File: src/rtl/bwt_stream_ctrl.sv
// Flow-controlled BWT front/back end around an external suffix-array sorter.
// Define BWT_PRIMARY_IDX_EN to append the primary index as one extra output beat.
module bwt_stream_ctrl #(
    parameter int  CHAR_W  = 8,
    parameter int  MAX_LEN = 32,
    localparam int IDX_W   = $clog2(MAX_LEN)
) (
    input  logic                      clk,
    input  logic                      rst_n,
    input  logic                      in_valid,
    output logic                      in_ready,
    input  logic [CHAR_W-1:0]         in_data,
    input  logic                      in_last,
    output logic                      sort_start,
    output logic [IDX_W:0]            sort_len,
    output logic [MAX_LEN*CHAR_W-1:0] sort_str,
    input  logic                      sort_done,
    input  logic [MAX_LEN*IDX_W-1:0]  sort_sa,
    output logic                      out_valid,
    input  logic                      out_ready,
    output logic [CHAR_W-1:0]         out_data,
    output logic                      out_last,
    output logic                      busy
);
    // state | meaning
    // FILL  | accept input characters into the character buffer
    // SORT  | frame handed to sorter, waiting for sort_done
    // DRAIN | emit one BWT character per output handshake
    // IDX   | emit the primary index beat (BWT_PRIMARY_IDX_EN only)
`ifdef BWT_PRIMARY_IDX_EN
    typedef enum logic [1:0] {S_FILL, S_SORT, S_DRAIN, S_IDX} state_t;
`else
    typedef enum logic [1:0] {S_FILL, S_SORT, S_DRAIN} state_t;
`endif
    state_t state_q, state_d;

    logic [CHAR_W-1:0] char_q [MAX_LEN];
    logic [IDX_W-1:0]  sa_q   [MAX_LEN];
    logic [IDX_W-1:0]  wr_ptr_q;
    logic [IDX_W-1:0]  src_pos;
    logic [IDX_W:0]    len_q, rd_ptr_q, sa_pos;
    logic              sort_start_q, out_valid_q, out_last_q;
    logic [CHAR_W-1:0] out_data_q;
    logic              in_fire, out_fire, fill_end, load_beat, last_bwt_fire;
`ifdef BWT_PRIMARY_IDX_EN
    logic [IDX_W-1:0]  prim_q;
`endif

    assign in_ready   = (state_q == S_FILL);
    assign busy       = (state_q != S_FILL);
    assign sort_start = sort_start_q;
    assign sort_len   = len_q;
    assign out_valid  = out_valid_q;
    assign out_data   = out_data_q;
    assign out_last   = out_last_q;

    assign in_fire  = in_valid && in_ready;
    assign out_fire = out_valid_q && out_ready;
    assign fill_end = in_fire && (in_last || wr_ptr_q == IDX_W'(MAX_LEN - 1));
    // rd_ptr_q counts beats already loaded, so rd_ptr_q == len_q means beat L-1 is on the bus
    assign last_bwt_fire = (state_q == S_DRAIN) && out_fire && (rd_ptr_q == len_q);
    assign load_beat     = (state_q == S_DRAIN) && (rd_ptr_q < len_q) && (!out_valid_q || out_ready);

    // Out-of-range sorter entries are folded back with mod L
    always_comb begin
        sa_pos  = '0;
        src_pos = '0;
        if (len_q != '0) begin
            sa_pos  = {1'b0, sa_q[rd_ptr_q[IDX_W-1:0]]} % len_q;
            src_pos = (sa_pos == '0) ? IDX_W'(len_q - 1'b1) : IDX_W'(sa_pos - 1'b1);
        end
    end

    always_comb begin
        sort_str = '0;
        for (int k = 0; k < MAX_LEN; k++)
            sort_str[k*CHAR_W +: CHAR_W] = char_q[k];
    end

    always_ff @(posedge clk or negedge rst_n) begin
        if (!rst_n) state_q <= S_FILL;
        else        state_q <= state_d;
    end

    always_comb begin
        state_d = state_q;
        case (state_q)
            S_FILL:  if (fill_end) state_d = S_SORT;
            S_SORT:  if (sort_done) state_d = S_DRAIN;
`ifdef BWT_PRIMARY_IDX_EN
            S_DRAIN: if (last_bwt_fire) state_d = S_IDX;
            S_IDX:   if (out_fire) state_d = S_FILL;
`else
            S_DRAIN: if (last_bwt_fire) state_d = S_FILL;
`endif
            default: state_d = S_FILL;
        endcase
    end

    always_ff @(posedge clk or negedge rst_n) begin
        if (!rst_n) begin
            for (int k = 0; k < MAX_LEN; k++) begin
                char_q[k] <= '0;
                sa_q[k]   <= '0;
            end
            wr_ptr_q     <= '0;
            len_q        <= '0;
            rd_ptr_q     <= '0;
            sort_start_q <= 1'b0;
            out_valid_q  <= 1'b0;
            out_last_q   <= 1'b0;
            out_data_q   <= '0;
`ifdef BWT_PRIMARY_IDX_EN
            prim_q       <= '0;
`endif
        end else begin
            sort_start_q <= fill_end;
            if (in_fire) begin
                char_q[wr_ptr_q] <= in_data;
                if (!fill_end) wr_ptr_q <= wr_ptr_q + 1'b1;
            end
            if (fill_end) len_q <= {1'b0, wr_ptr_q} + 1'b1;

            if (state_q == S_SORT && sort_done) begin
                for (int k = 0; k < MAX_LEN; k++)
                    sa_q[k] <= sort_sa[k*IDX_W +: IDX_W];
                rd_ptr_q <= '0;
`ifdef BWT_PRIMARY_IDX_EN
                prim_q   <= '0;
`endif
            end

            if (load_beat) begin
                out_valid_q <= 1'b1;
                out_data_q  <= char_q[src_pos];
`ifdef BWT_PRIMARY_IDX_EN
                out_last_q  <= 1'b0;
                if (sa_pos == '0) prim_q <= rd_ptr_q[IDX_W-1:0];
`else
                out_last_q  <= (rd_ptr_q == len_q - 1'b1);
`endif
                rd_ptr_q    <= rd_ptr_q + 1'b1;
            end else if (out_fire) begin
                out_valid_q <= 1'b0;
                out_last_q  <= 1'b0;
            end

            if (last_bwt_fire) begin
                for (int k = 0; k < MAX_LEN; k++)
                    char_q[k] <= '0;
                wr_ptr_q <= '0;
`ifdef BWT_PRIMARY_IDX_EN
                out_valid_q <= 1'b1;
                out_data_q  <= CHAR_W'(prim_q);
                out_last_q  <= 1'b1;
`endif
            end
        end
    end
endmodule
File: config.mk
export PLATFORM = sky130hd
export DESIGN_NAME = bwt_stream_ctrl
export DESIGN_NICKNAME = d
export VERILOG_FILES = /design/src/rtl/bwt_stream_ctrl.sv
export SDC_FILE = /design/constraint.sdc
export NUM_CORES = 1
export LEC_CHECK = 0
export ABC_AREA = 1
export CELL_PAD_IN_SITES_DETAIL_PLACEMENT = 0
export CELL_PAD_IN_SITES_GLOBAL_PLACEMENT = 1
export CORE_ASPECT_RATIO = 1.2
export CORE_UTILIZATION = 35
export DETAILED_ROUTE_END_ITERATION = 8
export GPL_ROUTABILITY_DRIVEN = 0
export GPL_TIMING_DRIVEN = 0
export HOLD_SLACK_MARGIN = 0.05
export PLACE_DENSITY_LB_ADDON = 0.1
export SLEW_MARGIN = 20
export SYNTH_ARGS = -nofsm -noshare
export SYNTH_HDL_FRONTEND = slang
export SYNTH_SLANG_ARGS = --single-unit
File: constraint.sdc
create_clock -name clk -period 8.86 [get_ports clk]
set_input_delay 0.886 -clock clk [delete_from_list [all_inputs] [get_ports clk]]
set_output_delay 0.886 -clock clk [all_outputs]
set_load 0.005 [all_outputs]
-- Word level (Yosys, flattened, before mapping)
Cells that the tools add are included.
- add/subtract/negate cells: 5
- div/mod/pow operators: 1
- $lt $le $gt $ge: 5
- equal/unequal tests: 9
- multiplexer cells: 25
- bitwise operators: 3
- reductions and logical operators: 21
- operators with widths (kind ; count):
    two-way mux 256 bit ; 2
    bitwise mux 256 bit ; 1
    binary-select mux 8 bit (select 5 bit) ; 1
    demux 8 bit (select 5 bit) ; 1
    two-way mux 5 bit ; 7
    binary-select mux 5 bit (select 5 bit) ; 1
    two-way mux 8 bit ; 3
    greater-or-equal comparator 6 bit, second input constant ; 3
    NOT 5 -> 6 bit ; 3
    equality test 6 bit ; 2
    two-way mux 6 bit ; 2
    logical AND 1 bit ; 9
    nonzero test 2 bit ; 4
    adder 5 x 1 -> 6 bit, second input constant ; 1
    adder 6 x 1 -> 6 bit, second input constant ; 1
    zero test 6 bit ; 1
    < comparator 6 x 1 -> 1 bit, second input constant ; 1
    < comparator 6 bit ; 1
    remainder unit 5 x 6 -> 6 bit ; 1
    two-way mux 2 bit ; 3
    case mux 2 bit (3 select lines) ; 1
    nonzero test 6 bit ; 1
    subtractor 6 x 1 -> 6 bit, second input constant ; 1
    adder 5 x 1 -> 5 bit, second input constant ; 1
    12 further kinds ; 17
- bits in registers: 446
- bits of input ports: 174
- output and inout port bits: 275
- logic and storage cells: 141

-- Logic depth before layout (Yosys ltp)
- depth after elaboration: 12
- depth in mapped cells: 77
- mapped depth without buffers: 74

-- Worst setup path before layout
OpenSTA, ideal clock, no wires.
- kind: register -> register
- from: register rd_ptr_q[0]
- to: register out_data_q[1] (netlist: out_data[1])
- setup time: 0.117 ns
- data arrival time: 9.288 ns
- required time: 8.743 ns
- path slack: -0.546 ns
- stages on the path, launching flop included: 76
- buffers on the path: 4
- period minus slack after synthesis: 9.406 ns
- cell sequence: dfrtp_1 > inv_2 > buf_2 > buf_2 > nor2_1 > o221ai_1 > nand3_1 > nand3_1 > nand2_1 > ha_1 > nand2_1 > nor2_1 > nand2_1 > a21oi_1 > ha_1 > a21o_1 > nand2_1 > inv_1 > [... 40 more ...] > ha_1 > o21ai_0 > a21oi_1 > nand2_1 > nor2_4 > nand2_4 > nand2_4 > nand3_2 > buf_6 > buf_6 > nand2_1 > o21ai_0 > nand2_1 > nand3_1 > nand3_1 > nand3_1 > nand3_1 > nand2_1
- word-level cells in the longest chain between the ends: 12
- elaborated cells on any way between the ends: 16
- classes of those cells: add/sub (1); div (1); order compare (1); mux (8); bitwise (2); reduce/logical (3)
- RTL lines (element ; line ; RTL):
    from (decl) ; 41 ; logic [IDX_W:0] len_q, rd_ptr_q, sa_pos;
    from (signal assigned) ; 142 ; rd_ptr_q <= rd_ptr_q + 1'b1;
    NOT 5 -> 6 bit (not written as such) ; 69 ; sa_pos = {1'b0, sa_q[rd_ptr_q[IDX_W-1:0]]} % len_q;
    binary-select mux 5 bit (select 5 bit) ; 69 ;
    two-way mux 5 bit (not written as such) (2 in a row) ; 69 ;
    remainder unit 5 x 6 -> 6 bit ; 69 ;
    subtractor 5 x 1 -> 5 bit or zero test 6 bit (tied branches) ; 70 ; src_pos = (sa_pos == '0) ? IDX_W'(len_q - 1'b1) : IDX_W'(sa_pos - 1'b1);
    two-way mux 5 bit ; 70 ;
    two-way mux 5 bit ; 68 ; if (len_q != '0) begin
    NOT 5 -> 6 bit (not written as such) ; 135 ; out_data_q <= char_q[src_pos];
    binary-select mux 8 bit (select 5 bit) ; 135 ;
    two-way mux 8 bit (not written as such) (2 in a row) ; 135 ;
    to (signal assigned) ; 135 ;
    to (decl) ; 43 ; logic [CHAR_W-1:0] out_data_q;
Parallel ways exist; a longest one is shown, timed or not. The select of a mux whose other input is x is not followed.
A chain may end at the register's enable or synchronous reset.

-- Worst setup path after layout
- from: register rd_ptr_q[0]
- to: register out_data_q[7] (netlist: out_data[7])
Same word-level chain as after synthesis.

==> flow_summary.yaml <==
run_status:
  status: "finished with violations"
  violations: "negative setup slack"
global_route:
  grt_max_degree: 94
  grt_first_pass_wirelength_um: 158000
  busiest_layer: "met2"
  antenna_found_initial: 2
  grt_use_total_pct: 31.7
  gr-total-overflow: 0
  gr-usage-met3_pct: 6.45
  grt_use_met2_pct: 54.6
  use_met1_pct: 35.3
  grt_pass1_vias: 24761
sta:
  layout_min_cycle_time_ns: 9.42
  tns_ns: -4.23
  worstMarginPinSlew_ns: 1.17
  setup_slack_ns: -0.559
  rsz0062_at_grt: "yes"
  setup_viol: 8
  relSlewSlack_pct: 21.8
  fin_hold_ws_ns: 0.182
  timing.final.crit_share_pct: 106
  skew_ns: 0.0276
  clock.fmax_mhz: 106
  hold_viol: 0
  drv_slew: 0
critical_path:
  arrival_ns: 9.93
  startpoint_type: "flip-flop"
  cp-end-kind: "flip-flop"
  cpMaxStageDelayCell: "dfrtp_2"
  worstSetupPathType: "flip-flop to flip-flop"
  cp_max_fo: 7
  timing.critical_path.mode_cell: "nand2_2"
  critPathBufInv: 18
  max_stage_delay_ns: 0.51
  critPathTopFamily: "simple AND/OR/NAND/NOR gates"
  critPathRequiredTime_ns: 9.38
drt:
  vias: 24487
  wl_um: 109000
  drt-pass1-iter-count: 6
  viasPerCell: 5.43
  drt-wirelength-per-cell_um: 24.2
  route.detailed.drc: 0
  ant_nets: 0
  dr.first_iter.drc_count: 1948
place:
  dpl.hpwl_um: 81400
  portBuffers: 448
yosys:
  netlist_instances: 3030
  synth_compound_area_share_pct: 12.8
  synthXorXnorAreaFrac_pct: 0.831
  yosysSeqAreaShare_pct: 48.1
  synth.ff_latch_count: 446
  synth_simple_gate_area_share_pct: 26.8
  synth_top_area_share_pct: 48.1
  synth_top_family_by_area: "simple AND/OR/NAND/NOR gates"
  syn_area_per_cell_um2: 7.65
  synth_mux_area_share_pct: 0
  synth_area_um2: 23200
  ys_warn_count: 0
  synth.distinct_cells: 40
  yosysTopAreaCell: "dfrtp_1"
  synth-adder-area-share_pct: 2.19
  synth_area_leaders: "dfrtp_1 48%, nand2_1 15%, nand3_1 7.4%, inv_1 5.2%, o21ai_0 3.9%"
  syn-num-nets: 3244
floorplanning:
  core-area_um2: 65600
  initial_core_util_pct: 35.3
  io_pins: 449
  dieWidth_um: 237
  dieArea_um2: 67300
  die-height_um: 284
  rows: 103
layout:
  multi_input_area_um2: 11200
  drive_gt1_share_pct: 14.6
  antenna_cells: 0
  seqCellArea_um2: 11200
  syn_to_final_growth_pct: 43.6
  nets: 3843
  fill_cells: 6377
clock_tree:
  cts_buffers: 49
  cts.sinks: 446
  h-tree-depth: 2
  cts_tree: "built"
  clk_latency_ns: 0.62
  cts-root-buf: "clkbuf_16"
  path_clk_slew_ns: 0.06
  clk_path_buf_depth: 3
job:
  cap_violations: 0
worst_hold_path:
  min_path_type: "primary input to asynchronous set/reset pin"
==> final cells by class <==
type / instances / area share, %
clock buffer: 69 / 4.36
timing repair buffer: 550 / 16.9
multi-input combinational: 2059 / 33.6
timing repair inverter: 1 / 0.0225
inverter: 330 / 3.79
sequential: 446 / 33.5
clock inverter: 20 / 0.981
tap: 840 / 3.16
buffer: 192 / 3.68
==> worst register-to-register path: cells and delay by family (launching register included) <==
kind | cells | cell delay (ns)
compound gates | 17 | 2.20
fa+ha+maj | 7 | 1.56
buf+inv | 18 | 2.03
flops | 1 | 0.51
simple gates | 32 | 3.00
==> flip-flops by register name (all words and copies together), names as in the netlist <==
| register | flops |
|---|---|
| state_q | 2 |
| sort_len | 6 |
| sort_start | 1 |
| out_last | 1 |
| rd_ptr_q | 6 |
| sa_q | 160 |
| out_data | 8 |
| out_valid | 1 |
| sort_str | 256 |
| wr_ptr_q | 5 |
==> worst paths after layout <==
kind / from / endpoint / slack (ns) / depth (start not counted)
max: rd_ptr_q[0] / out_data[7] / -0.56 / 74
min reg2reg: sa_q[93] / sa_q[93] / 0.48 / 2
min in group clk: sa_q[93] / sa_q[93] / 0.48 / 2
max in group asynchronous: rst_n / sa_q[114] / 7.51 / 3
min: rst_n / sort_str[136] / 0.18 / 1
max reg2reg: rd_ptr_q[0] / out_data[7] / -0.56 / 74
==> layer usage <==
layer	vias up	part of all wire (%)
met3	327	6.8
met2	1044	49
met1	11892	37
met4	4	7.6
met5	-	0.028
li1	11220	-
==> cells in the mapped netlist <==
cell type  number
buf_1           9
o21ai_1        35
o211ai_1        3
o22ai_1       132
o221ai_1        8
buf_2          42
a21oi_1       147
and2_1          2
clkinv_1        1
inv_2           5
nand2_4         2
o21ai_2         1
inv_1         324
o32ai_1         2
nand3b_1        1
ha_1           39
nor2_4          1
xor2_1         16
nand3_2         4
o31ai_1        20
buf_6           7
or2_2           4
buf_4          15
a21o_1          1
nor2_1         96
dfrtp_1       446
o21ai_0       180
o21a_1          2
nor3_1          5
xnor2_1         6
clkbuf_1      122
fa_1            1
a22oi_1         1
nand4_1        89
nand3_1       344
o211ai_2        1
nand2_1       911
a211oi_1        1
o2111ai_1       2
and3_1          2
==> cell usage in the layout, fill, tap and decap left out, types with 55 or more instances in the layout <==
master,n
inv_1,310
clkbuf_16,55
dfrtp_1,443
nand3_2,105
o22ai_1,132
nand4_1,89
clkbuf_1,104
nor2_1,85
nand2_1,876
buf_4,101
clkdlybuf4s50_1,447
a21oi_1,138
o21ai_0,158
nand3_1,228
==> cell families (layout without fill, tap and decap cells) <==
family                     count (synthesis)  after routing
xor gates and xnor gates                  22             22
DFF                                      446            446
and+or+nand+nor                         1461           1461
buffers and inverters                    525           1162
AOI/OAI and AO/OA                        536            536
adders and majority gates                 40             40
==> stage by stage <==
stage               setup slack (ns)  cell area (um^2)  std cells  utilization [%]
finish                        -0.559             33300       4507             50.8
global route                   -1.02             33300       4507             50.8
CTS                           -0.498             32400       4482             49.5
detailed placement             -2.92             28900       4323             44.1
global placement              -13.28             28700       4318             43.8
floorplan                    0.00233             23200       3030                -
==> what timing repair did <==
action | 4_1_cts | 5_1_grt
pin swaps | 98 | 88
hold buffers | 0 | 0
endpoints found under the setup margin | 8 | 8
gates cloned | 7 | 5
resized for setup | 293 | 149
buffers inserted | 64 | 23
Power is left out: the tool's default activity adds up to more than one toggle a clock period on the data nets, which glitch-free logic cannot reach.
